## src/rtl/my_gate_pkg.sv

```systemverilog
// -----------------------------------------------------------------------------
// my_gate_pkg
// Shared types for the gate-reduction sequencer:
//   red_op_t    - reduction requested by the client (AND/OR/XOR/NOR)
//   gate_op_t   - opcode presented to the external 2-input gate unit
//   state_t     - sequencer FSM states
//   red_to_gate - maps a reduction onto the gate opcode that implements it
// -----------------------------------------------------------------------------
package my_gate_pkg;

  typedef enum logic [1:0] {
    R_AND = 2'b00,
    R_OR  = 2'b01,
    R_XOR = 2'b10,
    R_NOR = 2'b11
  } red_op_t;

  typedef enum logic [1:0] {
    G_AND = 2'b00,
    G_OR  = 2'b01,
    G_XOR = 2'b10
  } gate_op_t;

  typedef enum logic [1:0] {
    IDLE = 2'b00,
    EVAL = 2'b01,
    WAIT = 2'b10,
    DONE = 2'b11
  } state_t;

  // Width of the per-evaluation hold counter (OP_LAT is at most 15).
  localparam int TIMER_W = 4;

  // NOR is evaluated as an OR chain; the final inversion happens at DONE.
  function automatic gate_op_t red_to_gate(input red_op_t r);
    gate_op_t g;
    case (r)
      R_AND:   g = G_AND;
      R_OR:    g = G_OR;
      R_XOR:   g = G_XOR;
      R_NOR:   g = G_OR;
      default: g = G_AND;
    endcase
    return g;
  endfunction

endpackage

```

## src/rtl/my_gate_step_timer.sv

```systemverilog
// -----------------------------------------------------------------------------
// my_gate_step_timer
// Countdown that holds the gate inputs stable for OP_LAT cycles per evaluation.
// Loaded with OP_LAT-1 when an evaluation starts, decremented while waiting;
// 'zero' marks the cycle whose closing edge samples the gate output.
// Ports:
//   clk    in  clock, rising edge
//   rst_n  in  synchronous active-low reset
//   load   in  reload counter with OP_LAT-1
//   dec    in  decrement (ignored at zero)
//   zero   out counter is zero
// -----------------------------------------------------------------------------
module my_gate_step_timer #(
  parameter int OP_LAT = 1
) (
  input  logic clk,
  input  logic rst_n,
  input  logic load,
  input  logic dec,
  output logic zero
);
  import my_gate_pkg::*;

  localparam logic [TIMER_W-1:0] LOAD_VAL = TIMER_W'(OP_LAT - 1);

  logic [TIMER_W-1:0] r_count;

  always_ff @(posedge clk) begin
    if (!rst_n) begin
      r_count <= '0;
    end else if (load) begin
      r_count <= LOAD_VAL;
    end else if (dec && (r_count != '0)) begin
      r_count <= r_count - 1'b1;
    end
  end

  assign zero = (r_count == '0);

endmodule

```

## src/rtl/my_gate_seq.sv

```systemverilog
// -----------------------------------------------------------------------------
// my_gate_seq
// Computes an N-bit reduction (AND/OR/XOR/NOR) of 'din' by chaining WIDTH-1
// evaluations of one external 2-input gate unit through a 1-bit accumulator.
// Each evaluation holds the gate inputs for 1+OP_LAT cycles before sampling.
// Ports:
//   clk, rst_n      clock (rising edge), synchronous active-low reset
//   start, op, din  request; accepted only in IDLE, op/din captured then
//   busy            high from the cycle after accept through DONE
//   done            one-cycle pulse, result valid in that cycle
//   result          reduction result, held until the next done
//   gate_op/a/b     drive the external gate unit (all zero in IDLE/DONE)
//   gate_y          gate unit output, sampled only at evaluation end
//   op_count        (GATE_OPCNT_EN only) saturating count of gate samples
// Build option: define GATE_OPCNT_EN to add op_count.
// -----------------------------------------------------------------------------
module my_gate_seq #(
  parameter int WIDTH  = 8,
  parameter int OP_LAT = 1
) (
  input  logic             clk,
  input  logic             rst_n,
  input  logic             start,
  input  logic [1:0]       op,
  input  logic [WIDTH-1:0] din,
  output logic             busy,
  output logic             done,
  output logic             result,
  output logic [1:0]       gate_op,
  output logic             gate_a,
  output logic             gate_b,
  input  logic             gate_y
`ifdef GATE_OPCNT_EN
  ,
  output logic [31:0]      op_count
`endif
);
  import my_gate_pkg::*;

  localparam int IDX_W = (WIDTH > 1) ? $clog2(WIDTH) : 1;
  localparam logic [IDX_W-1:0] LAST_IDX = IDX_W'(WIDTH - 1);

  state_t           r_state;
  state_t           w_next;
  logic [WIDTH-1:0] r_din;
  red_op_t          r_op;
  logic             r_acc;
  logic [IDX_W-1:0] r_idx;
  logic             r_result;

  logic w_capture;
  logic w_sample;
  logic w_tmr_load;
  logic w_tmr_dec;
  logic w_tmr_zero;
  logic w_last;
  logic w_final;

  assign w_last  = (r_idx == LAST_IDX);
  assign w_final = r_acc ^ (r_op == R_NOR);

  // Hold timer only exists when there is something to wait for.
  generate
    if (OP_LAT > 0) begin : g_timer
      my_gate_step_timer #(.OP_LAT(OP_LAT)) u_timer (
        .clk   (clk),
        .rst_n (rst_n),
        .load  (w_tmr_load),
        .dec   (w_tmr_dec),
        .zero  (w_tmr_zero)
      );
    end else begin : g_no_timer
      logic w_unused_tmr;
      assign w_unused_tmr = w_tmr_load | w_tmr_dec;
      assign w_tmr_zero   = 1'b1;
    end
  endgenerate

  // NOTE: every signal gets a default before the case so no path leaves one
  // unassigned; otherwise synthesis infers a latch.
  always_comb begin
    w_next     = r_state;
    w_capture  = 1'b0;
    w_sample   = 1'b0;
    w_tmr_load = 1'b0;
    w_tmr_dec  = 1'b0;
    gate_op    = G_AND;
    gate_a     = 1'b0;
    gate_b     = 1'b0;

    case (r_state)
      IDLE: begin
        if (start) begin
          w_capture = 1'b1;
          w_next    = (WIDTH == 1) ? DONE : EVAL;
        end
      end

      EVAL: begin
        gate_op = red_to_gate(r_op);
        gate_a  = r_acc;
        gate_b  = r_din[r_idx];
        if (OP_LAT == 0) begin
          w_sample = 1'b1;
          w_next   = w_last ? DONE : EVAL;
        end else begin
          w_tmr_load = 1'b1;
          w_next     = WAIT;
        end
      end

      WAIT: begin
        gate_op = red_to_gate(r_op);
        gate_a  = r_acc;
        gate_b  = r_din[r_idx];
        if (w_tmr_zero) begin
          w_sample = 1'b1;
          w_next   = w_last ? DONE : EVAL;
        end else begin
          w_tmr_dec = 1'b1;
        end
      end

      DONE:    w_next = IDLE;
      default: w_next = IDLE;
    endcase
  end

  // NOTE: reset is synchronous here, so it lives inside the clocked branch
  // rather than the sensitivity list.
  always_ff @(posedge clk) begin
    if (!rst_n) begin
      r_state  <= IDLE;
      r_din    <= '0;
      r_op     <= R_AND;
      r_acc    <= 1'b0;
      r_idx    <= '0;
      r_result <= 1'b0;
    end else begin
      // NOTE: state uses non-blocking assignments so every register samples
      // pre-edge values regardless of statement order.
      r_state <= w_next;
      if (w_capture) begin
        r_din <= din;
        r_op  <= red_op_t'(op);
        r_acc <= din[0];
        r_idx <= IDX_W'(1);
      end else if (w_sample) begin
        r_acc <= gate_y;
        if (!w_last) r_idx <= r_idx + 1'b1;
      end
      if (r_state == DONE) r_result <= w_final;
    end
  end

  assign busy   = (r_state != IDLE);
  assign done   = (r_state == DONE);
  // Result is live during DONE and latched afterwards so it holds until the next done.
  assign result = (r_state == DONE) ? w_final : r_result;

`ifdef GATE_OPCNT_EN
  logic [31:0] r_op_count;

  always_ff @(posedge clk) begin
    if (!rst_n) begin
      r_op_count <= '0;
    end else if (w_sample && (r_op_count != 32'hFFFF_FFFF)) begin
      r_op_count <= r_op_count + 1'b1;
    end
  end

  assign op_count = r_op_count;
`endif

endmodule

```

## config.mk

```make
export PLATFORM = sky130hd
export DESIGN_NAME = my_gate_seq
export DESIGN_NICKNAME = d
export VERILOG_FILES = /design/src/rtl/my_gate_pkg.sv /design/src/rtl/my_gate_step_timer.sv /design/src/rtl/my_gate_seq.sv
export SDC_FILE = /design/constraint.sdc
export NUM_CORES = 1
export LEC_CHECK = 0
export CORE_MARGIN = 2
export CORE_UTILIZATION = 50
export DETAILED_ROUTE_END_ITERATION = 12
export MAX_ROUTING_LAYER = met4
export PLACE_DENSITY = 0.82
export SLEW_MARGIN = 20
export SYNTH_ARGS = -nofsm -noshare
export SYNTH_HDL_FRONTEND = slang
export SYNTH_SLANG_ARGS = --single-unit
```

## constraint.sdc

```tcl
create_clock -name clk -period 1.7 [get_ports clk]
set_input_delay 0.255 -clock clk [delete_from_list [all_inputs] [get_ports clk]]
set_output_delay 0.255 -clock clk [all_outputs]
set_load 0.01 [all_outputs]
```

Word level (Yosys, flattened, before mapping):

Cells that the tools add are included.

* magnitude comparators: 1
* add/subtract/negate cells: 2
* bitwise operators: 3
* multiplexer cells: 23
* reductions and logical operators: 14
* equal/unequal tests: 10

Operators by type and width (count)
* two-way mux 1 bit: 16
* == test 2 bit, second input constant: 4
* two-way mux 2 bit: 4
* case mux 2 bit (4 select lines): 1
* OR reduction 2 bit: 4
* case mux 2 bit (3 select lines): 1
* AND reduction 2 bit: 3
* == test 2 x 1 -> 1 bit, second input constant: 2
* zero test 2 bit: 2
* zero test 4 bit: 1
* < comparator 3 x 4 -> 1 bit, second input constant: 1
* != test 2 bit, second input constant: 2
* nonzero test 2 bit: 2
* nonzero test 4 bit: 1
* subtractor 4 x 1 -> 4 bit, second input constant: 1
* adder 3 x 1 -> 3 bit, second input constant: 1
* binary-select mux 1 bit (select 3 bit): 1
* == test 3 bit, second input constant: 1
* != test 2 x 1 -> 1 bit, second input constant: 1
* inverter 1 bit: 2
* logical AND 1 bit: 1
* XOR 1 bit: 1

* input bits: 14
* word-level logic and storage cells: 61
* output and inout port bits: 7
* bits in registers: 21

Depth between registers and ports, before layout:

Gate-level depths: netlist (run 1).

* depth after elaboration: 5
* gate-level depth with buffers: 6
* depth with buffers taken out: 5

Modules after synthesis:

Synthesis (run 1) repeated with hierarchy kept, for this count alone.

* cells, all modules: 126
* area, all modules: 1109.8 µm²

Modules (own cells, without submodules)
* my_gate_seq: cells each 100, instances 1, sequential area each 340.3 µm², area each 895.9 µm²
* my_gate_step_timer: cells each 26, instances 1, sequential area each 80.1 µm², area each 214.0 µm²

Least setup slack after synthesis (run 1):

No wires, ideal clock.

* kind: register to register
* start point: reg g_timer.u_timer.r_count[0]
* end point: reg r_state[1]
* required time: 1.581 ns
* clock period less this slack: 1.504 ns
* path slack: 0.196 ns
* cell stages (with the launch flop): 7
* path buffers: 1
* library setup time: 0.119 ns
* arrival: 1.385 ns
* cell sequence: dfxtp_1 -> inv_1 -> ha_1 -> or3b_1 -> buf_6 -> a21o_1 -> o221a_1

* longest elaborated chain between the ends: 3

RTL lines
* from (decl): RTL line my_gate_step_timer.sv:26 `logic [TIMER_W-1:0] r_count;`
* from (signal assigned): RTL line my_gate_step_timer.sv:34 `r_count <= r_count - 1'b1;`
* zero test 4 bit: RTL line my_gate_step_timer.sv:38 `assign zero = (r_count == '0);`
* != test 2 x 1 -> 1 bit (no line)
* AND reduction 2 bit (no line)
* to (signal assigned): RTL line my_gate_seq.sv:142 `r_state <= w_next;`
* to (decl): RTL line my_gate_seq.sv:43 `state_t r_state;`

No other way between the ends.
A chain may end at the register's enable or synchronous reset.

Final worst setup path (run 1):

* start point: reg r_idx[0]
* end point: out gate_b

* longest elaborated chain between the ends: 3

RTL lines
* from (decl): RTL line my_gate_seq.sv:48 `logic [IDX_W-1:0] r_idx;`
* from (signal assigned): RTL line my_gate_seq.sv:150 `if (!w_last) r_idx <= r_idx + 1'b1;`
* binary-select mux 1 bit (select 3 bit): RTL line my_gate_seq.sv:102, my_gate_seq.sv:115
* two-way mux 1 bit (not written as such): RTL line my_gate_seq.sv:102, my_gate_seq.sv:115
* two-way mux 1 bit
* to (decl): RTL line my_gate_seq.sv:31 `output logic gate_b,`

No other way between the ends. The select of a mux whose other input is x is not followed.

==> results of run 1 <==
-- path summary, 6_finish.rpt --
check / cells after the start / to
worst max-delay path: 4 / gate_b
worst min-delay path: 2 / r_din[5]
worst min register to register: 2 / r_din[5]
worst max register to register: 5 / r_state[1]
-- routing by layer --
| layer | vias up | share of wire (%) |
|---|---|---|
| li1 | 486 | - |
| met1 | 467 | 44 |
| met2 | 13 | 52 |
| met3 | 6 | 2.3 |
| met4 | 0 | 1.8 |
| met5 | - | 0 |
-- cells in the final DEF, fill, tap and decap left out, types with 2 or more instances in the layout --
master and n:
a211oi_1 2, a21oi_1 13, a31oi_1 2, and2_1 4
buf_2 2, buf_4 8, clkbuf_4 3, clkdlybuf4s15_1 2
clkdlybuf4s50_1 13, dfxtp_1 17, dfxtp_2 4, ha_1 6
inv_1 5, inv_2 2, mux4_2 2, nand2_1 26
nand3_1 2, nand3b_1 2, nor2_1 4, nor3_1 2
o211ai_1 3, o21ai_0 3, o31ai_1 2
-- per-stage QoR --
step	TNS [ns]	setup WS (ns)	power (uW)
global placement	-0.0406	-0.0406	1040
detailed placement	-0.149	-0.0732	1050
floorplan	0	0.196	861
CTS	-0.0349	-0.0349	1310
global route	-0.0877	-0.0877	1420
finish	-0.0432	-0.0432	1330
-- cells in the mapped netlist --
library cell and instances:
and2_1 4, a211oi_2 1, nor3_1 2, o221a_1 1, ha_1 7, nor2_1 4, a21boi_0 1, a41o_2 1
xor2_1 1, a31oi_1 2, nand4bb_1 1, a21bo_2 1, a311oi_1 1, a21oi_1 13, a211oi_1 2, inv_1 7
dfxtp_1 21, buf_6 1, nand3_1 2, nand2b_1 1, clkbuf_1 5, o31ai_1 2, mux4_2 2, nand3b_1 2
or3b_1 1, and3b_1 1, a21o_1 1, o21ai_0 3, nand2_1 26, and2b_2 1, o211ai_1 3, a21o_2 1
or3_1 1
-- power groups by stage --
stage | sequential [uW] | clock [uW] | combinational (uW)
floorplan | 593 | 0 | 268
global placement | 598 | 0 | 439
finish | 600 | 247 | 486
detailed placement | 603 | 0 | 452
global route | 607 | 267 | 542
CTS | 596 | 246 | 470
-- layout make-up --
type | instances | area, um2 | share of cell area [%]
clock buffers | 4 | 26.3 | 1.93
inverters | 7 | 26.3 | 1.93
multi-input cells | 89 | 602 | 44.3
flip-flops and latches | 21 | 425 | 31.3
well taps | 27 | 33.8 | 2.48
repair buffers | 28 | 246 | 18.1
-- registers in the layout, indices dropped and copies added (netlist names) --
name / flops
g_timer.u_timer.r_count: 4
r_acc: 1
r_din: 8
r_idx: 3
r_op: 2
r_result: 1
r_state: 2
-- tightest hold or removal path, cell delays in order (launching register included) --
cell	delay [ns]
dfxtp_1	0.33
nand2_1	0.05
a21oi_1	0.05
-- cell families (layout without fill, tap and decap cells) --
kind of cell / after synthesis / in the layout
simple gates: 46 / 46
compound gates: 33 / 33
flops: 21 / 21
buf+inv: 13 / 39
fa+ha+maj: 7 / 7
mux: 2 / 2
xor+xnor: 1 / 1
-- timing repair --
item,in CTS,in global routing
setup endpoints to repair,7,7
pin swaps,1,1
setup buffers,0,1
resized for setup,18,8
==> results_dict.tcl, run 1 <==
set metrics [dict create \
    htreeDepth 1 \
    synth_area_mm2 0.00106 \
    synthMuxAreaShare_pct 4.24 \
    clkTransAtPathRegs_ns 0.11 \
    setup_slack_ns -0.0432 \
    grt_use_met3_pct 2.73 \
    critical_path_class "reg2out" \
    antenna_found_initial 0 \
    rsz0062_at_grt "true" \
    synthXorXnorAreaFrac_pct 0.824 \
    p_int_uw 893 \
    cts_buffer_depth 2 \
    hold_ws_ns 0.468 \
    yosys_warnings 0 \
    n_antenna_cell 0 \
    top_usage_layer "met2" \
    setup_viol 1 \
    slew_viol_final 0 \
    required_ns 1.44 \
    drive_gt1_share_pct 19.5 \
    vdd_drop_max_mv 0.604 \
    place_congestion 0.723 \
    combinationalPowerShare_pct 36.4 \
    via_per_inst 5.52 \
    ys_ff_latch 21 \
    synth_top_cell_by_area "dfxtp_1" \
    min-delay-start "r_din[5]" \
    fmax_mhz 574 \
    maxCapViolations 0 \
    reg2reg_setup_slack_ns 0.12 \
    cp_slowest_cell "mux4_2" \
    io_pins 21 \
    detailedRoute.firstIterationViolations 14 \
    initial_core_util_pct 53.7 \
    final.fill_count 162 \
    die_area_mm2 0.00251 \
    die_h_um 50.1 \
    layout.nets 171 \
    fp.dieW_um 50.1 \
    status "finished with violations" \
    switchingPower_uw 441 \
    sw_frac_of_total_pct 33.0 \
    crit_chain "mux4_2, nand3b_1, nand2_1, buf_2" \
    synth_top_family_by_area "compound AO/OA/AOI/OAI gates" \
    drc 0 \
    violations "setup timing" \
    clock_sinks 21 \
    cp_max_fo 3 \
    dp_cells 171 \
    final_util_pct 68.6 \
    cts_tree "built" \
    routedWlPerCell_um 13.4 \
    num_vias 972 \
    cts_made_buffers 3 \
    synth_cell_type_count 33 \
    grt_usage_pct 22.2 \
    insertion_delay_ns 0.31 \
    grt.overflow.total 0 \
    tightest_slew_ns 0.443 \
    grt_pass1_wl_mm 4.17 \
    synth_simple_gate_area_share_pct 20.9 \
    rows 16 \
    fin_area_mm2 0.00136 \
    end_kind "output port" \
    use_met1_pct 26.3 \
    pwr-share-seq_pct 45.0 \
    netlist_top_cells_area "dfxtp_1 40%, nand2_1 9.2%, ha_1 8.2%, a21oi_1 6.1%, mux4_2 4.2%" \
    fin_crit_ns 1.74 \
    timing.rr.start "g_timer.u_timer.r_count[0]" \
    synthAdderAreaFrac_pct 8.24 \
    hold_buffers 0 \
    yosysSeqAreaShare_pct 39.5 \
    p_per_area_mw_per_mm2 981 \
    port_buffers 20 \
    grt_pass1_vias 941 \
    hold_violations 0 \
    use_met2_pct 37.9 \
    dr.pass1.iters 4 \
    worstPathArrival_ns 1.49 \
    syn-num-nets 144 \
    syn_inst 123 \
    ctsRootBufferMaster "clkbuf_4" \
    finalCritPeriodShare_pct 103 \
    path_delay_family "multiplexers" \
    synth_compound_gate_area_share_pct 20.9 \
    max_stage_delay_ns 0.51 \
    avgSynthCellArea_um2 8.65 \
    area_delta_synth_final_pct 27.9 \
    final_cells 176 \
    grt_max_degree 13 \
    max_slew_margin_pct 70.2 \
    dp_hpwl_mm 1.77 \
    leakage_uw 0.000568 \
    hold_class "reg2reg" \
    wirelength_mm 2.36 \
    core-area_mm2 0.00198 \
    cp-startpoint "r_idx[0]" \
    path_buf_inv 1 \
    synth_top_area_share_pct 39.5 \
    startpoint_type "flip-flop" \
    ant_nets 0 \
    placed_area_mm2 0.00132 \
    p_clk_share_pct 18.5 \
    clock_skew_ns 0.00571 \
]
(Power assumes the default switching activity.)
==> run 2: changes to the inputs <==
--- a/config.mk
+++ b/config.mk
@@ -5,11 +5,13 @@
 export SDC_FILE = /design/constraint.sdc
 export NUM_CORES = 1
 export LEC_CHECK = 0
+export CAP_MARGIN = 20
 export CORE_MARGIN = 2
 export CORE_UTILIZATION = 50
 export DETAILED_ROUTE_END_ITERATION = 12
 export MAX_ROUTING_LAYER = met4
 export PLACE_DENSITY = 0.82
+export SKIP_LAST_GASP = 1
 export SLEW_MARGIN = 20
 export SYNTH_ARGS = -nofsm -noshare
 export SYNTH_HDL_FRONTEND = slang
==> results of run 2 <==
Final layout, timing and power as in run 1 (identical DEF).
==> run 3: changes to the inputs <==
--- a/config.mk
+++ b/config.mk
@@ -6,6 +6,7 @@
 export NUM_CORES = 1
 export LEC_CHECK = 0
 export CAP_MARGIN = 20
+export CORE_ASPECT_RATIO = 1.2
 export CORE_MARGIN = 2
 export CORE_UTILIZATION = 50
 export DETAILED_ROUTE_END_ITERATION = 12
==> results_dict.tcl, run 3 (synthesis gave the netlist of run 1 again) <==
set metrics [dict create \
    leakage_uw 0.000575 \
    cp_max_fo 5 \
    clkTransAtPathRegs_ns 0.12 \
    antenna_found_initial 0 \
    io_pins 21 \
    fp.dieW_um 46.1 \
    final_cells 170 \
    cts_made_buffers 3 \
    cp_slowest_cell "mux4_2" \
    dpl_worst_slack_ns -0.136 \
    routedWlPerCell_um 13.2 \
    detailedRoute.firstIterationViolations 23 \
    dr.pass1.iters 6 \
    largest_registers "r_din: 8 flops, g_timer.u_timer.r_count: 4 flops, r_idx: 3 flops" \
    grt_pass1_wl_mm 3.95 \
    dp_cells 165 \
    final_util_pct 67.3 \
    fin_crit_ns 1.74 \
    tns_ns -0.0410 \
    grt.overflow.total 0 \
    tightest_slew_ns 0.473 \
    die_area_mm2 0.00251 \
    max_stage_delay_ns 0.49 \
    htreeDepth 1 \
    num_vias 974 \
    seq_area_um2 428 \
    setup_viol 1 \
    hold_class "reg2reg" \
    total_power_uw 1330 \
    grt_max_degree 13 \
    multiInputGateArea_um2 609 \
    dp_hpwl_mm 1.72 \
    end_kind "output port" \
    largest_register_ff_count 8 \
    finalCritPeriodShare_pct 102 \
    ant_nets 0 \
    slew_viol_final 0 \
    wirelength_mm 2.25 \
    final.fill_count 165 \
    drc 0 \
    setup_slack_ns -0.0410 \
    critical_path_class "reg2out" \
    via_per_inst 5.73 \
    status "finished with violations" \
    hold_buffers 0 \
    required_ns 1.44 \
    layout.nets 172 \
    die_h_um 54.5 \
    place_congestion 0.907 \
    final_cell_mix "25 x nand2_1, 17 x dfxtp_1, 13 x a21oi_1, 13 x clkdlybuf4s50_1, 9 x buf_4" \
    grt_pass1_vias 922 \
    startpoint_type "flip-flop" \
    crit_chain "mux4_2, nand3b_1, nand2_2, buf_6" \
    final_common_cell "nand2_1" \
    clock_sinks 21 \
    rsz0062_at_grt "true" \
    initial_core_util_pct 52.5 \
    drive_gt1_share_pct 22.0 \
    cts_buffer_depth 2 \
    insertion_delay_ns 0.31 \
    p_per_area_mw_per_mm2 974 \
    max_slew_margin_pct 68.2 \
    grt_usage_pct 22.4 \
    port_buffers 20 \
    hold_violations 0 \
    area_delta_synth_final_pct 28.4 \
    n_antenna_cell 0 \
    ctsRootBufferMaster "clkbuf_4" \
    core-area_mm2 0.00203 \
    fmax_mhz 574 \
    vdd_drop_max_mv 0.710 \
    cts_tree "built" \
    worstPathArrival_ns 1.49 \
    rows 18 \
    violations "setup timing" \
    clock_skew_ns 0.00458 \
    largest_register "r_din" \
    maxCapViolations 0 \
]
[run 3: layout make-up]
type	count	share of cell area (%)
Clock buffer	4	1.92
Inverter	7	1.92
Multi-Input combinational cell	89	44.6
Sequential cell	21	31.3
Tap cell	20	1.83
Timing Repair Buffer	29	18.3
[run 3: timing repair]
item / CTS / global route
setup buffers: 1 / 0
endpoints found under the setup margin: 7 / 5
pin swaps: 0 / 2
resized for setup: 20 / 12
gates cloned: 0 / 0
[run 3: worst max-delay path, delay by kind of cell, from the launching register on]
family                 cells  cell delay (ns)
buffers and inverters      1             0.12
AND/OR/NAND/NOR            2             0.17
multiplexers               1             0.49
flip-flops                 1             0.40
[run 3: per-stage QoR]
| stage | hold WS (ns) | area [um2] |
|---|---|---|
| after floorplan | 0.377 | 1060 |
| after global placement | 0.440 | 1320 |
| after detailed placement | 0.453 | 1320 |
| after CTS | 0.470 | 1360 |
| after global routing | 0.492 | 1370 |
| final | 0.466 | 1370 |
[run 3: final timing paths]
kind                                                  from  slack (ns)         end  cells after the start
worst max-delay path                              r_idx[0]       -0.04      gate_b                      4
worst min-delay path                              r_din[6]        0.47    r_din[6]                      2
worst max register to register  g_timer.u_timer.r_count[0]        0.14  r_state[1]                      5
worst min register to register                    r_din[6]        0.47    r_din[6]                      2
[run 3: routing by layer]
metal / wire length [um] / part of all wire, % / vias to the layer above / global-route usage, %
li1: - / - / 487 / -
met1: 953 / 42 / 467 / 25.7
met2: 1220 / 54 / 14 / 39.6
met3: 50 / 2.2 / 6 / 1.98
met4: 25 / 1.1 / 0 / 8.57
met5: 0 / 0 / - / -
[run 3: report_power, final]
part	internal (uW)	switching, uW
clock network	91.7	155
logic	248	238
registers	555	42.6
